`config.mk`:
```
export PLATFORM = sky130hd
export DESIGN_NAME = exp_trig_pulse_sequencer
export DESIGN_NICKNAME = d
export VERILOG_FILES = /design/src/rtl/exp_trig_pulse_sequencer.sv
export SDC_FILE = /design/constraint.sdc
export NUM_CORES = 2
export LEC_CHECK = 0
export ABC_CLOCK_PERIOD_IN_PS = 2700
export BUFFER_PORTS_ARGS = -buffer_cell sky130_fd_sc_hd__buf_4
export CAP_MARGIN = 20
export CORE_ASPECT_RATIO = 0.75
export CORE_MARGIN = 3
export CORE_UTILIZATION = 50
export DETAILED_ROUTE_END_ITERATION = 8
export GPL_TIMING_DRIVEN = 0
export HOLD_SLACK_MARGIN = 0.08
export PLACE_DENSITY = 0.77
export SYNTH_ARGS = -nofsm -noshare
export SYNTH_HDL_FRONTEND = slang
export SYNTH_SLANG_ARGS = --single-unit
```
`constraint.sdc`:
```
create_clock -name clk_i -period 2.7 [get_ports clk_i]
set_input_delay 0.135 -clock clk_i [delete_from_list [all_inputs] [get_ports clk_i]]
set_output_delay 0.135 -clock clk_i [all_outputs]
set_load 0.05 [all_outputs]
```
`src/rtl/exp_trig_pulse_sequencer.sv`:
```
// Expansion-connector trigger sequencer: per-channel source select, edge detect and a
// delay/pulse/holdoff sequence, with a saturating count of triggers lost while busy.
module exp_trig_pulse_sequencer #(
  parameter int unsigned NCH = 8,
  parameter int unsigned CW  = 16
) (
  input  logic              clk_i,
  input  logic              rst_i,
  input  logic [15:0]       dsp_trig_i,
  input  logic [NCH-1:0]    arm_i,
  input  logic [NCH-1:0]    sw_trig_i,
  input  logic [NCH*4-1:0]  src_sel_i,
  input  logic [NCH*CW-1:0] delay_i,
  input  logic [NCH*CW-1:0] width_i,
  input  logic [NCH*CW-1:0] holdoff_i,
  input  logic [NCH-1:0]    miss_clr_i,
  output logic [NCH-1:0]    pulse_o,
  output logic [NCH-1:0]    busy_o,
  output logic [NCH*8-1:0]  miss_cnt_o
);

  localparam int unsigned SW = 4;
  localparam int unsigned MW = 8;

  typedef enum logic [1:0] {S_IDLE, S_DELAY, S_PULSE, S_HOLD} state_t;

  state_t          state_q [NCH];
  state_t          state_d [NCH];
  logic [CW-1:0]   cnt_q   [NCH];
  logic [CW-1:0]   cnt_d   [NCH];
  logic [CW-1:0]   width_q [NCH];
  logic [CW-1:0]   width_d [NCH];
  logic [CW-1:0]   hold_q  [NCH];
  logic [CW-1:0]   hold_d  [NCH];
  logic [MW-1:0]   miss_q  [NCH];
  logic [MW-1:0]   miss_d  [NCH];
  logic [15:0]     trig_prev_q;
  logic [NCH-1:0]  pulse_q;
  logic [NCH-1:0]  pulse_d;
  logic [NCH-1:0]  edge_c;
  logic [NCH-1:0]  ev_c;

  // Pulse width of zero behaves as one cycle
  function automatic logic [CW-1:0] width_m1(input logic [CW-1:0] w);
    return (w == '0) ? '0 : w - CW'(1);
  endfunction

  for (genvar g = 0; g < NCH; g++) begin : g_ch
    assign edge_c[g] = dsp_trig_i[src_sel_i[SW*g +: SW]] & ~trig_prev_q[src_sel_i[SW*g +: SW]];
    assign busy_o[g] = (state_q[g] != S_IDLE);
    assign miss_cnt_o[MW*g +: MW] = miss_q[g];
  end

  assign ev_c    = arm_i & (edge_c | sw_trig_i);
  assign pulse_o = pulse_q;

  // Per-channel next state, counters and miss accounting
  always_comb begin
    for (int c = 0; c < NCH; c++) begin
      state_d[c] = state_q[c];
      cnt_d[c]   = cnt_q[c];
      width_d[c] = width_q[c];
      hold_d[c]  = hold_q[c];
      miss_d[c]  = miss_q[c];
      pulse_d[c] = 1'b0;

      case (state_q[c])
        S_IDLE: begin
          if (ev_c[c]) begin
            width_d[c] = width_i[CW*c +: CW];
            hold_d[c]  = holdoff_i[CW*c +: CW];
            if (delay_i[CW*c +: CW] != '0) begin
              state_d[c] = S_DELAY;
              cnt_d[c]   = delay_i[CW*c +: CW] - CW'(1);
            end else begin
              state_d[c] = S_PULSE;
              cnt_d[c]   = width_m1(width_i[CW*c +: CW]);
            end
          end
        end
        S_DELAY: begin
          if (cnt_q[c] == '0) begin
            state_d[c] = S_PULSE;
            cnt_d[c]   = width_m1(width_q[c]);
          end else begin
            cnt_d[c] = cnt_q[c] - CW'(1);
          end
        end
        S_PULSE: begin
          if (cnt_q[c] == '0) begin
            if (hold_q[c] != '0) begin
              state_d[c] = S_HOLD;
              cnt_d[c]   = hold_q[c] - CW'(1);
            end else begin
              state_d[c] = S_IDLE;
            end
          end else begin
            cnt_d[c] = cnt_q[c] - CW'(1);
          end
        end
        S_HOLD: begin
          if (cnt_q[c] == '0) state_d[c] = S_IDLE;
          else                cnt_d[c]   = cnt_q[c] - CW'(1);
        end
        default: state_d[c] = S_IDLE;
      endcase

      if ((state_q[c] != S_IDLE) && ev_c[c] && (miss_q[c] != '1)) miss_d[c] = miss_q[c] + MW'(1);
      if ((state_q[c] != S_IDLE) && !arm_i[c]) state_d[c] = S_IDLE;
      if (miss_clr_i[c]) miss_d[c] = '0;

      pulse_d[c] = (state_d[c] == S_PULSE);
    end
  end

  // Registers; trig_prev resets high so lines already asserted are not seen as edges
  always_ff @(posedge clk_i) begin
    if (rst_i) begin
      trig_prev_q <= '1;
      pulse_q     <= '0;
      for (int c = 0; c < NCH; c++) begin
        state_q[c] <= S_IDLE;
        cnt_q[c]   <= '0;
        width_q[c] <= '0;
        hold_q[c]  <= '0;
        miss_q[c]  <= '0;
      end
    end else begin
      trig_prev_q <= dsp_trig_i;
      pulse_q     <= pulse_d;
      for (int c = 0; c < NCH; c++) begin
        state_q[c] <= state_d[c];
        cnt_q[c]   <= cnt_d[c];
        width_q[c] <= width_d[c];
        hold_q[c]  <= hold_d[c];
        miss_q[c]  <= miss_d[c];
      end
    end
  end

endmodule

```
==> metrics.md <==
| Metric | Value |
|---|---|
| Synth cell types | `89` |
| GRT overflow | `0` |
| Max-cap violations | `0` |
| FF/Latch Area | `9790 um^2` |
| Placed insts | `6111` |
| Global-route wire length before repair | `225 mm` |
| Final count of hold timing violations | `0` |
| DIE WIDTH | `311 um` |
| Vias in the first global route | `37800` |
| Crit path cell chain | `or4_4 -> or4b_4 -> nor2_4 -> nand2_1 -> buf_4 -> a21oi_1 -> o31ai_1 -> o32ai_1` |
| Root buffer cell | `clkbuf_16` |
| Via-per-instance ratio | `6.27` |
| Clock skew | `0.0155 ns` |
| Mapped Area | `35000 um^2` |
| Worst rel slew slack | `0.239` |
| Core area | `68900 um^2` |
| Final Instance Area | `47100 um^2` |
| Num rows | `83` |
| Clock latency on the worst-skew pair | `0.64 ns` |
| CP Capture Type | `flop` |
| Leakage | `17.9 nW` |
| I/O pin count | `538` |
| Non-Filler Instances | `6579` |
| Asr flop ratio synth | `0` |
| Sequential area share after synthesis | `0.279` |
| Setup ws final | `0.00522 ns` |
| Outcome | `complete, no violations` |
| Post-synth EDFFs | `0` |
| Post-route ant nets | `0` |
| Placed Area | `40300 um^2` |
| Setup WS pre-CTS | `-0.973 ns` |
| IO buf count | `535` |
| Final WL | `151 mm` |
| Most frequent cells in the layout | `609 x nand2_1, 593 x buf_4, 480 x dfxtp_1` |
| Initial Util | `0.508` |
| VDD IR-drop max | `0.498 mV` |
| Worst Setup Start Kind | `flop` |
| WL/cell | `23.0 um` |
| CTS buffer count | `54` |
| Remaining DRCs | `0` |
| Share of cells above drive strength 1 | `0.186` |
| Critical path's slowest cell | `or4b_4` |
| Yosys warns | `0` |
| Mean Syn Cell Area | `7.55 um^2` |
| Post-synthesis cell count | `4633` |
| Clk buf depth | `3` |
| Pwr/cell area | `586 nW/um^2` |
| Layout area overhead | `34.6%` |
| Total track usage | `0.388` |
| WP buf/inv | `1` |
| Routability cong. | `1.05` |
| Clk slew on worst S/H paths | `0.07 ns` |
| Critical path type | `flop to flop` |
| WP data arrival | `3.21 ns` |
| Die Y-Extent | `235 um` |
| Max-slew violation count | `0` |
| Max FO, Critical Path | `10` |
| NumNets Final | `6109` |
| Tmin final | `2.69 ns` |
| Via Count | `41200` |
| Pre-antenna DRT Iters | `7` |
| Multi-input gate area | `25000 um^2` |
| Layout fillers | `5689` |
| Pin count of the biggest net entering global routing | `15` |
| Top cell type by total area after synthesis | `dfxtp_1` |
| Fmax | `371 MHz` |
| #FFs+latches synth | `488` |
| Synth top area share | `0.279` |
| Setup_tns | `0 ns` |
| Clock Sinks | `488` |
| # setup viols final | `0` |
| Main synth FF type | `dfxtp_1` |
| Syn Nets | `5165` |
| Final period util | `0.998` |
| Commonest non-fill, non-tap cell in the layout | `nand2_1` |
| Core Util, Final | `0.684` |
| CTS tree | `built` |
| Die ar. | `73200 um^2` |
| DPL Wire Length | `114 mm` |
| Synth top area cells | `dfxtp_1 28%, xnor2_1 6.8%, nand2_1 6.6%` |
| CP top delay family | `simple AND/OR/NAND/NOR gates` |
| Initial DRC count | `5261` |
| CP peak stage delay | `0.56 ns` |
| Unrepaired setup endpoints after global routing | `yes` |
| Required time worst endpoint | `3.21 ns` |
| Worst slew pin tran | `1.14 ns` |
| H-tree Lvls | `2` |
| HP Class | `primary input to flop` |
| Initial antenna violation count | `35` |
-- sequential cells by signal, summed over array words and instances, names as in the netlist --
| name | flops |
|---|---|
| trig_prev_q | 16 |
| width_q | 128 |
| hold_q | 128 |
| pulse_o | 8 |
| miss_q | 64 |
| cnt_q | 128 |
| state_q | 16 |
-- power breakdown --
group          total (mW)  internal, mW  leakage, nW  switching, mW
sequential           8.72          7.84         4.00          0.883
combinational        10.9          4.56         13.0           6.35
clock                7.97          4.55        0.907           3.42
-- area by class of cell --
class	instances	area share
well taps	935	0.0248
inverters	131	0.0106
repair buffers	907	0.163
multi-input cells	3796	0.532
clock buffers	63	0.0309
flip-flops and latches	488	0.208
diodes	24	0.00128
plain buffers	199	0.0210
clock inverters	36	0.00856
-- synth_stat cells (36+ instances only) --
cell,number
dfxtp_1,488
o31ai_1,49
or3_1,84
clkbuf_1,187
nand3_1,145
nor3_1,195
nand4_1,39
nand2_1,611
mux2i_1,116
xor2_1,239
nand2b_1,38
nor4_1,131
or2_2,39
o221ai_1,43
nor2b_1,40
o21ai_0,179
o22ai_1,89
nor2_1,479
inv_1,127
a21oi_1,333
xnor2_1,271
ha_1,74
o211ai_1,36
or4_1,82
-- per-layer routing --
layer	wire length, um	track usage
met5	142	0
met4	6590	0.141
met3	18500	0.107
met2	62000	0.566
met1	64100	0.546
-- tightest hold or removal path: stages --
cell      delay [ns]
buf_4           0.11
xnor2_1         0.15
o221ai_1        0.14
nand3_1         0.10
a21oi_1         0.05
-- worst paths after layout --
check        slack (ns)          from      endpoint  cells after the start
max reg2reg       0.005  cnt_q[0][57]  cnt_q[0][51]                      8
min                0.11   width_i[35]  cnt_q[0][35]                      5
max               0.005  cnt_q[0][57]  cnt_q[0][51]                      8
min reg2reg        0.48  cnt_q[1][55]  cnt_q[1][55]                      2
-- through the flow --
step / power, mW / hold WS [ns]
2_1_floorplan: 14.9 / 0.242
3_3_place_gp: 18.0 / 0.342
3_5_place_dp: 18.1 / 0.346
4_1_cts: 26.8 / 0.0822
5_1_grt: 28.7 / 0.122
6_report: 27.6 / 0.105
-- cells by family (layout without fill, tap and decap cells) --
logic type | after synthesis | count (layout) | synth area share
adder cells (fa/ha/maj) | 76 | 76 | 0.0270
AO/OA/AOI/OAI | 1034 | 1034 | 0.192
XOR/XNOR | 510 | 510 | 0.128
flip-flops | 488 | 488 | 0.279
buffers and inverters | 349 | 1336 | 0.0382
multiplexers | 148 | 148 | 0.0535
AND/OR/NAND/NOR | 2028 | 2028 | 0.283
other | 0 | 24 | 0
-- timing repair --
item	4_1_cts	5_1_grt
cloned	0	0
resized for setup	195	199
setup endpoints to repair	420	378
hold endpoints to repair	394	0
setup buffers	24	25
hold buffers	315	0
pin swaps	21	29
Note: power is estimated with default switching activity, not from simulation.
